$ cat src/rtl/fetch_ctrl.sv
// rtl/fetch_ctrl.sv - instruction-fetch sequencer with stall handshake and branch redirect
//
// Owns the program counter, drives the word address of a one-cycle
// registered-read instruction memory, and presents each returned word to
// decode together with its PC. A taken branch from decode costs one bubble.
//
// Optional build macro: FETCH_PERF_EN enables the three performance counters.
// Without it the perf_* ports are tied to zero.
//
// Ports:
//   clk            clock, rising edge
//   rst            asynchronous active-high reset
//   mem_addr       word address to instruction memory
//   mem_instr      memory read data (word at the previous cycle's address)
//   instr          instruction presented to decode
//   instr_pc       word address of instr
//   instr_valid    instr/instr_pc meaningful
//   stall          decode cannot accept this cycle
//   branch_taken   presented instruction is a taken branch
//   branch_offset  signed word offset relative to instr_pc
//   fetch_state    debug: 0 FILL, 1 RUN, 2 REDIRECT
//   perf_fetched   accepted instructions
//   perf_bubbles   cycles with no valid instruction after reset release
//   perf_stalls    cycles presenting an instruction while stalled

module fetch_ctrl #(
  parameter logic [31:0] RESET_PC = 32'h00000000,
  parameter int          ADDR_W   = 32,
  parameter int          OFF_W    = 16
) (
  input  logic              clk,
  input  logic              rst,
  output logic [ADDR_W-1:0] mem_addr,
  input  logic [31:0]       mem_instr,
  output logic [31:0]       instr,
  output logic [ADDR_W-1:0] instr_pc,
  output logic              instr_valid,
  input  logic              stall,
  input  logic              branch_taken,
  input  logic [OFF_W-1:0]  branch_offset,
  output logic [1:0]        fetch_state,
  output logic [31:0]       perf_fetched,
  output logic [31:0]       perf_bubbles,
  output logic [31:0]       perf_stalls
);

  localparam logic [1:0] ST_FILL     = 2'd0;
  localparam logic [1:0] ST_RUN      = 2'd1;
  localparam logic [1:0] ST_REDIRECT = 2'd2;

  localparam logic [ADDR_W-1:0] RST_PC = RESET_PC[ADDR_W-1:0];

  logic [1:0]        state;
  logic [ADDR_W-1:0] fetch_pc;
  logic [ADDR_W-1:0] pend_pc;

  logic              in_run;
  logic              accept;
  logic              branch_accept;
  logic [ADDR_W-1:0] offset_ext;

  logic [1:0]        state_nx;
  logic [ADDR_W-1:0] fetch_pc_nx;
  logic [ADDR_W-1:0] pend_pc_nx;

  assign in_run        = (state == ST_RUN);
  assign accept        = in_run & ~stall;
  assign branch_accept = accept & branch_taken;
  assign offset_ext    = {{(ADDR_W-OFF_W){branch_offset[OFF_W-1]}}, branch_offset};

  assign instr       = mem_instr;
  assign instr_pc    = pend_pc;
  assign instr_valid = in_run;
  assign fetch_state = state;

  // Address mux. While stalled the memory re-reads pend_pc so mem_instr
  // stays stable; on a taken branch the read is discarded, so pend_pc is
  // as good as anything. mem_instr never feeds this path.
  always_comb begin
    mem_addr = fetch_pc;
    if (in_run && (stall || branch_taken)) begin
      mem_addr = pend_pc;
    end
  end

  always_comb begin
    state_nx    = state;
    fetch_pc_nx = fetch_pc;
    pend_pc_nx  = pend_pc;
    if (in_run) begin
      if (branch_accept) begin
        fetch_pc_nx = pend_pc + offset_ext;
        state_nx    = ST_REDIRECT;
      end else if (accept) begin
        pend_pc_nx  = fetch_pc;
        fetch_pc_nx = fetch_pc + 1'b1;
      end
    end else begin
      // FILL, REDIRECT and the unused encoding all issue fetch_pc and
      // move to RUN, so a corrupted state recovers in one cycle.
      pend_pc_nx  = fetch_pc;
      fetch_pc_nx = fetch_pc + 1'b1;
      state_nx    = ST_RUN;
    end
  end

  always_ff @(posedge clk or posedge rst) begin
    if (rst) begin
      state    <= ST_FILL;
      fetch_pc <= RST_PC;
      pend_pc  <= RST_PC;
    end else begin
      state    <= state_nx;
      fetch_pc <= fetch_pc_nx;
      pend_pc  <= pend_pc_nx;
    end
  end

`ifdef FETCH_PERF_EN
  logic [31:0] cnt_fetched;
  logic [31:0] cnt_bubbles;
  logic [31:0] cnt_stalls;

  always_ff @(posedge clk or posedge rst) begin
    if (rst) begin
      cnt_fetched <= 32'd0;
      cnt_bubbles <= 32'd0;
      cnt_stalls  <= 32'd0;
    end else begin
      if (accept) begin
        cnt_fetched <= cnt_fetched + 32'd1;
      end
      if (!in_run) begin
        cnt_bubbles <= cnt_bubbles + 32'd1;
      end
      if (in_run && stall) begin
        cnt_stalls <= cnt_stalls + 32'd1;
      end
    end
  end

  assign perf_fetched = cnt_fetched;
  assign perf_bubbles = cnt_bubbles;
  assign perf_stalls  = cnt_stalls;
`else
  assign perf_fetched = 32'd0;
  assign perf_bubbles = 32'd0;
  assign perf_stalls  = 32'd0;
`endif

endmodule

$ cat config.mk
export PLATFORM = sky130hd
export DESIGN_NAME = fetch_ctrl
export DESIGN_NICKNAME = d
export VERILOG_FILES = /design/src/rtl/fetch_ctrl.sv
export SDC_FILE = /design/constraint.sdc
export NUM_CORES = 1
export LEC_CHECK = 0
export BUFFER_PORTS_ARGS = -buffer_cell sky130_fd_sc_hd__buf_4
export CAP_MARGIN = 15
export CORE_MARGIN = 3
export CORE_UTILIZATION = 50
export DETAILED_ROUTE_END_ITERATION = 16
export PLACE_DENSITY = 0.84
export SLEW_MARGIN = 20
export SYNTH_ARGS = -nofsm -noshare
export SYNTH_HDL_FRONTEND = slang
export SYNTH_SLANG_ARGS = --single-unit
$ cat constraint.sdc
create_clock -name clk -period 3.78 [get_ports clk]
set_clock_uncertainty 0.1 [all_clocks]
set_input_delay 0.189 -clock clk [delete_from_list [all_inputs] [get_ports clk]]
set_output_delay 0.189 -clock clk [all_outputs]
set_load 0.05 [all_outputs]
==> impl_metrics.tcl, run 1 <==
set metrics [dict create \
    status "complete, no violations" \
    dieArea_mm2 0.0131 \
    post-route-period-util_pct 86.6 \
    crit_start "instr_pc[0]" \
    leakagePower_nw 3.29 \
    drt-total-wl_mm 14.4 \
    syn_to_final_growth_pct 7.56 \
    maxCapViolations 0 \
    cp.required_ps 3860 \
    crit_buf_inv 0 \
    cts_tree "done" \
    drive_gt1_share_pct 14.9 \
    clk_latency_ps 330 \
    setup_tns_ps 0 \
    post_drt_wl_per_cell_um 15.3 \
    fmax_mhz 305 \
    drt-vias-per-instance 5.46 \
    grt_pass1_wl_mm 23.7 \
    setup_slack_ps 506 \
    worstPathCellList "ha_1, fa_1, a21oi_2, o211ai_2, o311a_1, o311a_4, a21o_2, a211oi_1, xor2_1, o21ai_0" \
    track_usage_pct 22.0 \
    rows 39 \
    r2r-start "instr_pc[0]" \
    gp_congestion 0.880 \
    synth_area_per_cell_um2 7.78 \
    path_clk_slew_ps 50 \
    antenna_found_initial 0 \
    yosysSeqAreaShare_pct 28.0 \
    fin_crit_ps 3270 \
    die_w_um 115 \
    overflow 0 \
    core_area_mm2 0.0115 \
    diodes 0 \
    worst_pin_slew_ps 820 \
    finalHoldViolations 0 \
    maxSlewViolCount 0 \
    p_per_area_mw_per_mm2 965 \
    synth-warning-count 0 \
    initial_core_util_pct 51.3 \
    place_ws_ps 558 \
    numCtsBuffers 9 \
    peakVddDrop_mv 0.501 \
    synthFlopType "dfrtp_1" \
    critPathArrivalTime_ps 3360 \
    via_count 5147 \
    critPathSlowestCell "fa_1" \
    worst_path_dominant_cell_family "compound AO/OA/AOI/OAI gates" \
    dp_cells 927 \
    setup_violations 0 \
    die_h_um 115 \
    synth_cell_types 60 \
    slew_headroom_pct 45.0 \
    clock-sinks 66 \
    yosysTopAreaCellShare_pct 28.0 \
    synth_edf_count 0 \
    grt_max_degree 36 \
    htree_num_levels 3 \
    rsz0062_at_grt "no" \
    r2r_setup_slack_ps 510 \
    synthArstFlopShare_pct 100 \
    crit_path_max_fanout 6 \
    io_pins 247 \
    dp_hpwl_mm 10.6 \
    nets 881 \
    route.detailed.drc 0 \
    cts_buffer_depth 2 \
    critPathMaxStageDelay_ps 420 \
    grt_pass1_vias 4841 \
    hold_class "in2reg" \
    clock-root-buffer "clkbuf_16" \
    endpoint_kind "flop" \
    ant_nets 0 \
    synth_cells 757 \
    r2r_end "fetch_pc[28]" \
    ff2ff_path_depth 10 \
    first_pass_iters 5 \
    postCtsSetupRepairBufs 0 \
    final_cells 942 \
    cp-start-kind "flop" \
    path_class "reg2reg" \
    port_buffers 86 \
    synthTopCellsByArea "dfrtp_1, buf_4, nand2_1, ha_1, a21oi_1" \
    syn-cell-area_mm2 0.00589 \
    crit_end "fetch_pc[28]" \
    drtIter0Drc 463 \
    synth_top_area_cell "dfrtp_1" \
    crit_cells 10 \
    ys_ff_latch 66 \
]
per-layer routing:
| metal | vias up | wire (µm) | share of wire, % | track usage [%] |
|---|---|---|---|---|
| met5 | - | 0 | 0 | 0 |
| met4 | 0 | 290 | 2.0 | 8.08 |
| met3 | 30 | 1060 | 7.4 | 4.12 |
| met2 | 244 | 6710 | 47 | 34.3 |
| met1 | 2394 | 6310 | 44 | 30.5 |
| li1 | 2479 | - | - | - |
tightest hold or removal path: stages:
cell and delay (ps):
buf_4 130, a21oi_1 50, o22ai_1 110
logic make-up (layout without fill, tap and decap cells):
group,after synthesis,count (layout),synth area share [%]
mux,1,1,0.170
flops,66,66,28.0
simple gates,278,278,20.5
compound gates,171,171,19.4
xor+xnor,38,38,5.65
fa+ha+maj,33,33,7.14
other cells,1,96,0.0637
buf+inv,169,116,19.0
worst min path at each step:
stage,start,endpoint,slack [ps],cells past startpoint
after global placement,mem_instr[13],instr[13],280,0
after floorplan,branch_taken,fetch_pc[6],380,3
after CTS,stall,fetch_pc[0],100,3
after detailed placement,mem_instr[13],instr[13],280,0
after global routing,stall,fetch_pc[0],140,3
final,stall,fetch_pc[0],100,3
through the flow:
step	power, mW	area (µm²)	hold WS [ps]	util [%]
detailed placement	5.22	6030	278	52.6
global placement	5.16	6030	278	52.6
finish	6.11	6330	101	55.2
global route	6.52	6330	144	55.2
floorplan	4.43	6240	383	-
CTS	6.10	6330	101	55.2
report_power, final:
| group | internal (mW) | total, mW | switching [mW] |
|---|---|---|---|
| sequential | 1.02 | 1.40 | 0.381 |
| clock | 0.537 | 0.853 | 0.316 |
| combinational | 1.26 | 3.86 | 2.60 |
sequential cells by signal (all words and copies together), names as in the netlist:
name / count
fetch_pc: 32
instr_pc: 32
fetch_state: 2
what timing repair did:
action                    CTS  global route
hold endpoints to repair   33             0
gates resized for setup     0             0
hold buffers                1             0
area by class of cell:
class                           count  area, µm²
Tap cell                          143        179
Multi-Input combinational cell    617       3480
Clock buffer                       11        253
Timing Repair Buffer               93        701
Clock inverter                      3       40.0
Fill cell                        1072       5130
Sequential cell                    66       1650
Inverter                            9       33.8
Yosys cell counts, drive strengths merged, types with 18 or more instances:
library cell	n
xor2	18
dfrtp	66
a21o	24
nand3	22
buf	135
nand2	163
clkbuf	25
a21oi	52
xnor2	20
o21ai	31
ha	32
nor2	42
cell usage in the layout, fill, tap and decap left out, drive strengths merged, types with 11 or more instances in the layout:
master  instances
buf            92
xnor2          20
o21ai          31
ha             32
a21oi          52
clkbuf         11
dfrtp          66
nand4          15
nor2           42
o22ai          15
nand3          22
xor2           18
a21o           24
nand2         163
conb           96
Power figures use the tool's default switching activity.
==> run 2, diff against run 1 <==
--- a/config.mk
+++ b/config.mk
@@ -7,10 +7,10 @@
 export LEC_CHECK = 0
 export BUFFER_PORTS_ARGS = -buffer_cell sky130_fd_sc_hd__buf_4
 export CAP_MARGIN = 15
-export CORE_MARGIN = 3
-export CORE_UTILIZATION = 50
+export CORE_MARGIN = 2
+export CORE_UTILIZATION = 35
 export DETAILED_ROUTE_END_ITERATION = 16
-export PLACE_DENSITY = 0.84
+export PLACE_DENSITY = 0.63
 export SLEW_MARGIN = 20
 export SYNTH_ARGS = -nofsm -noshare
 export SYNTH_HDL_FRONTEND = slang
==> run 2 against run 1 <==
Critical path depth unchanged; combinational power shrank 1%; sequential cell count is the same; critical path type unchanged; critical endpoint is now fetch_pc[24]; largest cell class unchanged.
==> impl_metrics.tcl, run 2 (synthesized netlist as in run 1, its figures left out) <==
set metrics [dict create \
    fin_crit_ps 3210 \
    cts_buffer_depth 2 \
    cts.repair.resized 0 \
    layout_common_cells "nand2_1, conb_1, buf_4, dfrtp_1, a21oi_1" \
    fin_total_pwr_mw 6.15 \
    gp_congestion 0.926 \
    antenna_found_initial 0 \
    dpl_cell_area_mm2 0.00613 \
    power_frac_seq_pct 23.1 \
    setup_tns_ps 0 \
    p_per_area_mw_per_mm2 951 \
    maxCapViolations 0 \
    cp.required_ps 3900 \
    path_clk_slew_ps 60 \
    maxSlewViolCount 0 \
    critPathSlowestCell "fa_1" \
    rows 47 \
    pwr-share-clk_pct 14.9 \
    htree_num_levels 3 \
    finalHoldViolations 0 \
    nets 880 \
    fmax_mhz 311 \
    rsz0062_at_grt "no" \
    route.detailed.drc 0 \
    via_count 5038 \
    hold_class "in2reg" \
    cp-start-kind "flop" \
    grt_pass1_vias 4677 \
    worstPathCellList "ha_1, fa_1, a21oi_2, o211ai_2, o311a_1, o311a_4, or2_4, a221oi_4, mux2i_1, o22ai_1" \
    peakVddDrop_mv 0.404 \
    first_pass_iters 5 \
    clock-root-buffer "clkbuf_16" \
    die_w_um 134 \
    core_area_mm2 0.0165 \
    dieArea_mm2 0.0179 \
    internal_power_mw 2.86 \
    drt-vias-per-instance 4.94 \
    stdcell_area_mm2 0.00647 \
    final_common_cell "nand2_1" \
    numCtsBuffers 9 \
    switching_share_pct 53.5 \
    place_ws_ps 604 \
    utilization_pct 39.1 \
    status "complete, no violations" \
    setup_slack_ps 567 \
    diodes 0 \
    ant_nets 0 \
    grt_pass1_wl_mm 24.2 \
    crit_path_max_fanout 6 \
    ctsHoldBuffers 1 \
    dp_hpwl_mm 11.3 \
    critPathMaxStageDelay_ps 430 \
    clk_latency_ps 350 \
    io_pins 247 \
    post-route-period-util_pct 85.0 \
    leakagePower_nw 3.29 \
    fin_hold_ws_ps 86.5 \
    drtIter0Drc 328 \
    endpoint_kind "flop" \
    clock-sinks 66 \
    path_class "reg2reg" \
    overflow 0 \
    worst_pin_slew_ps 817 \
    critPathArrivalTime_ps 3330 \
    setup_violations 0 \
    dp_cells 1003 \
    syn_to_final_growth_pct 9.84 \
    track_usage_pct 17.0 \
    final_cells 1020 \
    combPwrFrac_pct 62.0 \
    drt-total-wl_mm 15.0 \
    initial_core_util_pct 35.6 \
    die_h_um 134 \
    grt_max_degree 48 \
    cts_tree "done" \
    drive_gt1_share_pct 15.0 \
    postCtsSetupRepairBufs 0 \
    power_switching_mw 3.29 \
    slew_headroom_pct 45.2 \
    post_drt_wl_per_cell_um 14.7 \
    port_buffers 86 \
]
run 2: cell count changes in the layout (fill, tap and decap cells not counted):
cell        change
clkinvlp_4      +2
buf_12          +1
clkbuf_8        +2
buf_4           -2
clkinv_2        -2
run 2: final timing paths:
path / start / end / slack (ps) / cells past startpoint
worst max-delay path: instr_pc[0] / fetch_pc[24] / 570 / 10
worst min-delay path: stall / fetch_pc[0] / 90 / 3
worst max register to register: instr_pc[0] / fetch_pc[24] / 570 / 10
worst min register to register: instr_pc[0] / instr_pc[0] / 430 / 2
max in group asynchronous: rst / fetch_pc[27] / 2250 / 4
min in group asynchronous: rst / instr_pc[0] / 310 / 3
run 2: final cells by class:
| class | count | area (µm²) |
|---|---|---|
| Fill cell | 1718 | 10100 |
| Multi-Input combinational cell | 617 | 3480 |
| Sequential cell | 66 | 1650 |
| Timing Repair Buffer | 92 | 706 |
| Clock buffer | 13 | 280 |
| Tap cell | 220 | 275 |
| Clock inverter | 3 | 45.0 |
| Inverter | 9 | 33.8 |
run 2: worst max-delay path, delay by kind of cell (launching register included):
kind                       cells  cell delay (ps)
adders and majority gates      2              670
muxes                          1              210
DFF                            1              390
and+or+nand+nor                1              250
AOI/OAI and AO/OA              6             1460
run 2: metal layers:
| metal | vias to the layer above | wire [µm] | track usage [%] | share of wire, % |
|---|---|---|---|---|
| li1 | 2469 | - | - | - |
| met2 | 180 | 6660 | 25.9 | 44 |
| met4 | 0 | 278 | 6.32 | 1.9 |
| met1 | 2369 | 7180 | 23.4 | 48 |
| met3 | 20 | 891 | 3.88 | 5.9 |
| met5 | - | 0 | 0 | 0 |
run 2: power by group through the flow:
| stage | clock (mW) | sequential [mW] | combinational [mW] |
|---|---|---|---|
| floorplan | 0 | 1.79 | 2.65 |
| global placement | 0 | 1.42 | 3.79 |
| detailed placement | 0 | 1.43 | 3.81 |
| CTS | 0.936 | 1.42 | 3.82 |
| global route | 0.963 | 1.48 | 4.14 |
| finish | 0.917 | 1.42 | 3.81 |
